`src/rtl/pl_dbg_pkg.sv`:
```
// pl_dbg_pkg: shared definitions for the pipelined-CPU debug controller.
//   - dbg_state_e : run-control state encoding (HALT=0, RUN=1, STEP=2, SCAN=3)
//   - DefDw/DefAw : default data/PC width and debug register address width
//   - TraceMacro  : name of the build macro that enables the PC trace buffer
//   - TraceEn     : 1 when PL_DEBUG_TRACE_EN is defined, else 0
package pl_dbg_pkg;

    typedef enum logic [1:0] {
        StHalt = 2'd0,
        StRun  = 2'd1,
        StStep = 2'd2,
        StScan = 2'd3
    } dbg_state_e;

    localparam int unsigned DefDw = 32;
    localparam int unsigned DefAw = 8;

    localparam string TraceMacro = "PL_DEBUG_TRACE_EN";

`ifdef PL_DEBUG_TRACE_EN
    localparam bit TraceEn = 1'b1;
`else
    localparam bit TraceEn = 1'b0;
`endif

endpackage

```
`src/rtl/pl_trace_buf.sv`:
```
// pl_trace_buf: circular PC trace buffer, built only with PL_DEBUG_TRACE_EN.
// Ports:
//   clk, rst      : clock, synchronous active-low reset (clears pointer and count)
//   wr_en/wr_data : capture one entry; the oldest entry is overwritten when full
//   rd_idx        : read index relative to the oldest entry (0 = oldest)
//   rd_data       : entry at rd_idx (combinational read)
//   count         : number of valid entries, saturating at DEPTH
module pl_trace_buf #(
    parameter int unsigned DW    = 32,
    parameter int unsigned DEPTH = 16
) (
    input  logic                       clk,
    input  logic                       rst,
    input  logic                       wr_en,
    input  logic [DW-1:0]              wr_data,
    input  logic [$clog2(DEPTH)-1:0]   rd_idx,
    output logic [DW-1:0]              rd_data,
    output logic [$clog2(DEPTH):0]     count
);

    localparam int unsigned PW = $clog2(DEPTH);
    localparam int unsigned CW = PW + 1;

    logic [DW-1:0] mem [DEPTH];
    logic [PW-1:0] wr_ptr;
    logic [PW-1:0] rd_ptr;

    always_ff @(posedge clk) begin
        if (!rst) begin
            wr_ptr <= '0;
            count  <= '0;
        end else if (wr_en) begin
            wr_ptr <= wr_ptr + 1'b1;
            if (count != CW'(DEPTH)) begin
                count <= count + 1'b1;
            end
        end
    end

    // Contents are don't-care after reset, so the array carries no reset.
    always_ff @(posedge clk) begin
        if (wr_en) begin
            mem[wr_ptr] <= wr_data;
        end
    end

    // Oldest entry sits at wr_ptr - count; when full the truncated count is 0
    // and the oldest entry is the one about to be overwritten.
    assign rd_ptr  = wr_ptr - PW'(count) + rd_idx;
    assign rd_data = mem[rd_ptr];

endmodule

```
`src/rtl/pl_debug_ctrl.sv`:
```
// pl_debug_ctrl: run-control and debug readout unit for the pipelined CPU.
// Optional feature macro: PL_DEBUG_TRACE_EN (adds a DEPTH-entry PC trace buffer
// that is dumped after the register sweep).
// Ports:
//   clk, rst                      : clock, synchronous active-low reset
//   cmd_run/halt/step/scan        : one-cycle command pulses
//   bp_en, bp_addr                : PC breakpoint
//   pc_out, rf_data               : CPU fetch PC and debug register read data
//   cpu_en                        : CPU clock enable (combinational)
//   m_rf_addr                     : debug register address
//   out_valid/ready/data/idx/trace: readout stream
//   halted, bp_hit                : status
module pl_debug_ctrl
    import pl_dbg_pkg::*;
#(
    parameter int unsigned DW    = DefDw,
    parameter int unsigned AW    = DefAw,
    parameter int unsigned NREG  = 32,
    parameter int unsigned DEPTH = 16
) (
    input  logic          clk,
    input  logic          rst,
    input  logic          cmd_run,
    input  logic          cmd_halt,
    input  logic          cmd_step,
    input  logic          cmd_scan,
    input  logic          bp_en,
    input  logic [DW-1:0] bp_addr,
    input  logic [DW-1:0] pc_out,
    input  logic [DW-1:0] rf_data,
    output logic          cpu_en,
    output logic [AW-1:0] m_rf_addr,
    output logic          out_valid,
    input  logic          out_ready,
    output logic [DW-1:0] out_data,
    output logic [AW-1:0] out_idx,
    output logic          out_trace,
    output logic          halted,
    output logic          bp_hit
);

    localparam int unsigned   CW      = $clog2(DEPTH) + 1;
    localparam logic [AW-1:0] LastReg = AW'(NREG - 1);

    dbg_state_e    state_q;
    logic          bp_mask_q;
    logic          bp_hit_q;
    logic [AW-1:0] idx_q;
    logic          trace_ph_q;   // 1 while dumping trace entries
    logic          out_valid_q;
    logic [DW-1:0] out_data_q;
    logic [AW-1:0] out_idx_q;
    logic          out_trace_q;

    logic          bp_match;
    logic [CW-1:0] tr_count;
    logic [DW-1:0] tr_data;
    logic          tr_avail;
    logic          tr_last;

`ifdef PL_DEBUG_TRACE_EN
    localparam int unsigned PW = $clog2(DEPTH);

    pl_trace_buf #(
        .DW    (DW),
        .DEPTH (DEPTH)
    ) u_trace_buf (
        .clk     (clk),
        .rst     (rst),
        .wr_en   (cpu_en),
        .wr_data (pc_out),
        .rd_idx  (PW'(idx_q)),
        .rd_data (tr_data),
        .count   (tr_count)
    );
`else
    assign tr_count = '0;
    assign tr_data  = '0;
`endif

    assign tr_avail = (tr_count != '0);
    assign tr_last  = ((32'(idx_q) + 32'd1) == 32'(tr_count));

    // The mask suppresses the match on the first RUN cycle so a resume from
    // the breakpoint PC steps past it.
    assign bp_match = bp_en && (pc_out == bp_addr) && !bp_mask_q;

    always_comb begin
        cpu_en = 1'b0;
        case (state_q)
            StStep:  cpu_en = 1'b1;
            StRun:   cpu_en = !bp_match;
            default: cpu_en = 1'b0;
        endcase
    end

    always_ff @(posedge clk) begin
        if (!rst) begin
            state_q     <= StHalt;
            bp_mask_q   <= 1'b0;
            bp_hit_q    <= 1'b0;
            idx_q       <= '0;
            trace_ph_q  <= 1'b0;
            out_valid_q <= 1'b0;
            out_data_q  <= '0;
            out_idx_q   <= '0;
            out_trace_q <= 1'b0;
        end else begin
            case (state_q)
                StHalt: begin
                    if (cmd_halt) begin
                        state_q <= StHalt;
                    end else if (cmd_step) begin
                        state_q  <= StStep;
                        bp_hit_q <= 1'b0;
                    end else if (cmd_run) begin
                        state_q   <= StRun;
                        bp_mask_q <= 1'b1;
                        bp_hit_q  <= 1'b0;
                    end else if (cmd_scan) begin
                        state_q     <= StScan;
                        idx_q       <= '0;
                        trace_ph_q  <= 1'b0;
                        out_valid_q <= 1'b0;
                        out_trace_q <= 1'b0;
                    end
                end
                StStep: begin
                    state_q <= StHalt;
                end
                StRun: begin
                    bp_mask_q <= 1'b0;
                    if (bp_match) begin
                        bp_hit_q <= 1'b1;
                        state_q  <= StHalt;
                    end else if (cmd_halt) begin
                        state_q <= StHalt;
                    end
                end
                StScan: begin
                    if (cmd_halt) begin
                        state_q     <= StHalt;
                        out_valid_q <= 1'b0;
                        idx_q       <= '0;
                        trace_ph_q  <= 1'b0;
                    end else if (!out_valid_q) begin
                        // Address cycle: capture the word selected by idx_q.
                        out_valid_q <= 1'b1;
                        out_data_q  <= trace_ph_q ? tr_data : rf_data;
                        out_idx_q   <= idx_q;
                        out_trace_q <= trace_ph_q;
                    end else if (out_ready) begin
                        out_valid_q <= 1'b0;
                        if (!trace_ph_q && (idx_q == LastReg)) begin
                            idx_q <= '0;
                            if (tr_avail) begin
                                trace_ph_q <= 1'b1;
                            end else begin
                                state_q <= StHalt;
                            end
                        end else if (trace_ph_q && tr_last) begin
                            idx_q      <= '0;
                            trace_ph_q <= 1'b0;
                            state_q    <= StHalt;
                        end else begin
                            idx_q <= idx_q + 1'b1;
                        end
                    end
                end
                default: state_q <= StHalt;
            endcase
        end
    end

    assign m_rf_addr = (state_q == StScan && !trace_ph_q) ? idx_q : '0;
    assign out_valid = out_valid_q;
    assign out_data  = out_data_q;
    assign out_idx   = out_idx_q;
    assign out_trace = TraceEn ? out_trace_q : 1'b0;
    assign halted    = (state_q == StHalt);
    assign bp_hit    = bp_hit_q;

endmodule

```
`config.mk`:
```
export PLATFORM = sky130hd
export DESIGN_NAME = pl_debug_ctrl
export DESIGN_NICKNAME = d
export VERILOG_FILES = /design/src/rtl/pl_dbg_pkg.sv /design/src/rtl/pl_trace_buf.sv /design/src/rtl/pl_debug_ctrl.sv
export SDC_FILE = /design/constraint.sdc
export NUM_CORES = 1
export LEC_CHECK = 0
export ABC_AREA = 1
export BUFFER_PORTS_ARGS = -buffer_cell sky130_fd_sc_hd__buf_4
export CAP_MARGIN = 20
export CELL_PAD_IN_SITES_DETAIL_PLACEMENT = 2
export CELL_PAD_IN_SITES_GLOBAL_PLACEMENT = 2
export CORE_MARGIN = 2
export CORE_UTILIZATION = 24
export DETAILED_ROUTE_END_ITERATION = 8
export PLACE_DENSITY = 0.95
export SETUP_SLACK_MARGIN = 0.02
export SYNTH_ARGS = -nofsm -noshare
export SYNTH_HDL_FRONTEND = slang
export SYNTH_SLANG_ARGS = --single-unit
```
`constraint.sdc`:
```
create_clock -name clk -period 3.16 [get_ports clk]
set_input_delay 0.474 -clock clk [delete_from_list [all_inputs] [get_ports clk]]
set_output_delay 0.474 -clock clk [all_outputs]
set_load 0.02 [all_outputs]
```
==> results.cfg, run 1 <==
[status]
status = finished, final reports clean

[synthesis]
yosysUniqueCellTypes = 36
synth_xor_area_share_pct = 3.696
synth_nets = 536
async_flop_share_pct = 0
ys_warn_count = 0
synthMuxAreaShare_pct = 0
syn_area_sq_um = 2844
synth_edf_count = 0
synth_top_family_by_area = simple AND/OR/NAND/NOR gates
synthSimpleGateAreaFrac_pct = 28.90
synth_compound_area_share_pct = 15.79
synth_cells = 427
yosys.area_share.adder_pct = 2.200
yosysSeqAreaShare_pct = 37.31
synth_seq_cells = 53
postSynthAreaPerCell_sq_um = 6.660
synth_flop_cell = dfxtp_1

[floorplan]
die_w_um = 112.9
rows = 39
initial_core_util_pct = 24.80
io_pins = 157
dieArea_sq_um = 12740
die_y_um = 112.9
core_area_sq_um = 11470

[clock_tree]
clock-sinks = 53
hold_buffers = 0
cts_buffer_depth = 2
clk_pin_slew_ns = 0.07
cts_resized = 0
post_cts_buffers = 0
cts_tree = done
cts_root_buffer = clkbuf_16
clk_latency_ns = 0.30
cts_max_level = 2
cts_buffers = 5

[critical_path]
crit_arrival_ns = 2.28
crit_path_start_kind = flop
path_class = flop to flop
required_ns = 3.38
cp_slowest_stage_delay_ns = 0.73
critical_path.max_fanout = 32
worstPathCellList = ha_1 > inv_2 > nor2_4 > inv_4 > nor2_4 > inv_1 > nor2_1 > nor2_1
ff2ff_path_depth = 8
crit_path_end_kind = flop
crit_slowest_cell = inv_1

[global_route]
grt_overflow = 0
grtUsageMet3_pct = 5.249
grt_use_met2_pct = 32.85
grt_pass1_vias = 3695
grt_usage_pct = 17.25
grt_pass1_wl_mm = 17.89
antenna_found_initial = 0
grt_max_degree = 51
grt.busiest_layer = met2
grt_util_met1_pct = 18.66

[routing]
post_drt_wl_per_cell_um = 15.33
first_iter_violations = 56
via_count = 3240
ant_nets = 0
first_pass_iters = 4
drc = 0
routed_via_density = 4.506
drt_wl_total_mm = 11.02

[finish]
final_area_sq_um = 4289
num_antenna_cells = 0
final_cell_count_no_fill = 719
layout-drive-gt1-share_pct = 31.77
ff_latch_area_sq_um = 1061
multi_input_comb_area_sq_um = 1443
fill_cells = 1393
nets = 684
area_delta_synth_final_pct = 50.81

[placement]
io_buffers = 155
place_area_sq_um = 4120
gp_congestion = 0.8149
numPlacedInstances = 711
hpwl_mm = 8.831

[sta]
relSlewSlack_pct = 32.38
rsz0062_at_grt = no
hold_viol = 0
finalSetupTns_ns = 0
fmax_mhz = 485.4
period_needed_ns = 2.060
skew_ns = 0.01133
finalMaxSlewViolations = 0
period_share_pct = 65.19
tightest_slew_ns = 1.013
setup_violations = 0

[min_path]
hp-class = input port to flop
hold_path_depth = 3

[job]
drv_cap = 0

[power_and_ir_drop]
ir_worst_vdd_mv = 0.2053
p_per_area_nw_per_um2 = 382.9
power_mw = 1.642
p_leak_nw = 2.280
==> routing by layer <==
layer / vias to the layer above / share of wire, % / wire, um
met4: 0 / 1.0 / 111
met5: - / 0 / 0
met3: 9 / 8.6 / 949
met1: 1522 / 38 / 4197
met2: 104 / 52 / 5761
li1: 1605 / - / -
==> state kept, by name, indices dropped and copies added, names as in the netlist <==
| name | flops |
|---|---|
| bp_hit | 1 |
| bp_mask_q | 1 |
| idx_q | 8 |
| out_data | 32 |
| out_idx | 8 |
| out_valid | 1 |
| state_q | 2 |
==> kinds of logic after synthesis <==
kind of cell / count (synthesis)
AO/OA/AOI/OAI: 78
XOR/XNOR: 12
adder cells (fa/ha/maj): 5
buffers and inverters: 84
flip-flops: 53
other: 1
AND/OR/NAND/NOR: 194
==> layout by cell type (no fill, tap or decap), types with 3 or more instances in the layout <==
master | netlist | layout
clkbuf_16 | 0 | 5
nand3_1 | 5 | 5
buf_4 | 3 | 156
xor2_1 | 9 | 9
nand2_2 | 3 | 3
ha_1 | 5 | 5
nor2_4 | 4 | 4
dfxtp_1 | 53 | 53
a21oi_1 | 16 | 16
xnor2_1 | 3 | 3
nor2_1 | 95 | 95
inv_1 | 66 | 66
nand2_1 | 78 | 78
o21ai_0 | 50 | 50
==> cell type report <==
cell class                      instances  share of cell area, %
Clock buffer                            5                  2.917
Clock inverter                          3                  1.021
Inverter                               69                  6.214
Multi-Input combinational cell        290                  33.63
Sequential cell                        53                  24.74
Tap cell                              143                  4.172
Timing Repair Buffer                  156                  27.30
==> through the flow <==
step	util, %	hold WS (ns)	setup slack, ns
finish	37.40	0.4011	1.100
global route	37.40	0.4140	0.8600
CTS	37.40	0.3984	1.026
detailed placement	35.93	0.4745	1.072
global placement	35.93	0.4616	1.151
floorplan	-	0.4515	1.239
==> worst max-delay path: cells and delay by family, from the launching register on <==
family	cells	cell delay (ns)
adders and majority gates	1	0.33
buffers and inverters	3	0.94
DFF	1	0.33
and+or+nand+nor	4	0.38
==> cell usage after synthesis (4+ instances only) <==
| master | instances | area [sq um] |
|---|---|---|
| nor2_1 | 95 | 356.6 |
| nand2_1 | 78 | 292.8 |
| inv_1 | 66 | 247.7 |
| dfxtp_1 | 53 | 1061 |
| o21ai_0 | 50 | 250.2 |
| a21oi_1 | 16 | 80.08 |
| xor2_1 | 9 | 78.83 |
| clkbuf_1 | 7 | 26.28 |
| buf_2 | 5 | 25.02 |
| ha_1 | 5 | 62.56 |
| nand3_1 | 5 | 25.02 |
| nor2_4 | 4 | 45.04 |
==> power breakdown <==
part | switching, mW | total [mW] | leakage [nW] | internal [mW]
logic | 0.156 | 0.307 | 1.77 | 0.152
registers | 0.0117 | 0.696 | 0.428 | 0.685
clock network | 0.263 | 0.639 | 0.0842 | 0.376
total | 0.430 | 1.64 | 2.28 | 1.21
==> final timing paths <==
check                      end         from  slack, ns
setup / recovery  out_data[14]   state_q[0]       1.10
hold / removal    out_data[29]  rf_data[29]       0.40
setup reg to reg  out_data[14]   state_q[0]       1.10
hold reg to reg         bp_hit       bp_hit       0.49
Power figures use the tool's default switching activity.
==> run 2: changes to the inputs <==
--- a/config.mk
+++ b/config.mk
@@ -11,9 +11,9 @@
 export CELL_PAD_IN_SITES_DETAIL_PLACEMENT = 2
 export CELL_PAD_IN_SITES_GLOBAL_PLACEMENT = 2
 export CORE_MARGIN = 2
-export CORE_UTILIZATION = 24
+export CORE_UTILIZATION = 22
 export DETAILED_ROUTE_END_ITERATION = 8
-export PLACE_DENSITY = 0.95
+export PLACE_DENSITY = 0.89
 export SETUP_SLACK_MARGIN = 0.02
 export SYNTH_ARGS = -nofsm -noshare
 export SYNTH_HDL_FRONTEND = slang
==> constraint.sdc (replaced) <==
create_clock -name clk -period 2 [get_ports clk]
set_input_delay 0.3 -clock clk [delete_from_list [all_inputs] [get_ports clk]]
set_output_delay 0.3 -clock clk [all_outputs]
set_load 0.02 [all_outputs]
==> run 2 against run 1 <==
Net effect: total power up 58%; first-iteration DRC count is 16% lower; largest cell class unchanged; critical path type unchanged; cell count increased by 4.5%; highest routed layer unchanged; critical endpoint is now idx_q[4].
==> results.cfg, run 2 (synthesis results as in run 1) <==
[routing]
drc = 0
first_pass_iters = 4
post_drt_wl_per_cell_um = 14.70
ant_nets = 0
drt_wl_total_mm = 11.04
first_iter_violations = 47
via_count = 3257
routed_via_density = 4.337

[critical_path]
path_class = flop to flop
critical_path.max_fanout = 10
reg2reg_slack_ns = 0.16
crit_path_start_kind = flop
worstPathCellList = inv_1 > ha_2 > nand2_2 > nor2_4 > a31oi_4 > nor2_8 > nand2_1 > o21ai_0 > nor3b_2
path_buf_inv = 1
crit_path_end_kind = flop
crit_slowest_cell = dfxtp_1
crit_family = simple AND/OR/NAND/NOR gates
required_ns = 2.23
cp_slowest_stage_delay_ns = 0.34
crit_arrival_ns = 2.06

[finish]
final_area_sq_um = 4357
final_core_util_pct = 34.52
ff_latch_area_sq_um = 1061
final_common_cell = buf_4
layout.cells.most_common_list = 159 x buf_4, 94 x nor2_1, 78 x nand2_1
area_delta_synth_final_pct = 53.19
multi_input_comb_area_sq_um = 1453
nets = 687
layout-drive-gt1-share_pct = 32.47
fill_cells = 1558
largest_reg_flops = 32
final_cell_count_no_fill = 751
num_antenna_cells = 0

[sta]
period_needed_ns = 1.836
skew_ns = 0.005255
fmax_mhz = 544.6
hold_viol = 0
finalSetupTns_ns = 0
holdWs_ns = 0.2205
fin_ws_ns = 0.1637
rsz0062_at_grt = no
finalMaxSlewViolations = 0
period_share_pct = 91.82
setup_violations = 0

[placement]
place_area_sq_um = 4179
pre_cts_ws_ns = 0.1352
gp_congestion = 0.7866
io_buffers = 155
numPlacedInstances = 743
hpwl_mm = 8.955

[power_and_ir_drop]
pwr-share-comb_pct = 18.7
p_leak_nw = 2.291
p_sw_share_pct = 26.23
p_per_area_nw_per_um2 = 597.2
switchingPower_mw = 0.6826
power_mw = 2.602
internal_power_mw = 1.919
seqPwrFrac_pct = 42.3
ir_worst_vdd_mv = 0.3063
clockPowerShare_pct = 39.0

[floorplan]
dieArea_sq_um = 13850
die_w_um = 117.7
die_y_um = 117.7
rows = 41
io_pins = 157
core_area_sq_um = 12620
initial_core_util_pct = 22.54

[global_route]
grt_overflow = 0
grt_max_degree = 51
antenna_found_initial = 0
grt_pass1_wl_mm = 18.03
grt_pass1_vias = 3675
grt_usage_pct = 16.08

[min_path]
hp-class = input port to flop

[clock_tree]
clock-sinks = 53
clk_pin_slew_ns = 0.07
cts_root_buffer = clkbuf_16
cts_max_level = 2
cts_buffers = 5
hold_buffers = 0
cts_buffer_depth = 2
clk_latency_ns = 0.30
cts_tree = done

[status]
status = finished, final reports clean

[job]
drv_cap = 0
-- run 2: final timing paths --
| path | start | endpoint | cells after the start |
|---|---|---|---|
| max reg2reg | state_q[0] | idx_q[4] | 9 |
| min reg2reg | bp_hit | bp_hit | 2 |
| max | state_q[0] | idx_q[4] | 9 |
| min | rf_data[23] | out_data[23] | 3 |
-- run 2: layer usage --
metal	wire [um]	vias up	global-route usage (%)	share of wire, %
li1	-	1609	-	-
met1	4183	1535	16.48	38
met2	5832	104	30.49	53
met3	909	9	5.911	8.2
met4	113	0	4.292	1.0
met5	0	-	0	0
-- run 2: timing repair --
action                                 in CTS  in global routing
setup endpoints to repair                   0                  4
setup buffers                               0                  0
gates resized for setup                     0                  3
endpoints found under the hold margin       0                  0
-- run 2: power groups by stage --
stage	clock network, mW	registers (mW)	logic, mW
after floorplan	0	1.14	0.200
after global placement	0	1.12	0.464
after detailed placement	0	1.13	0.491
after CTS	1.05	1.10	0.493
after global routing	1.08	1.10	0.542
final	1.01	1.10	0.487
-- run 2: tightest hold or removal path: stages --
cell and delay (ns):
buf_4 0.08, nor2_1 0.03, nor2_1 0.08
-- run 2: final cells by class --
cell class / count / share of cell area, %
Multi-Input combinational cell: 290 / 33.34
Timing Repair Buffer: 159 / 27.40
Sequential cell: 53 / 24.35
Inverter: 69 / 6.117
Tap cell: 172 / 4.940
Clock buffer: 6 / 2.958
Clock inverter: 2 / 0.8903
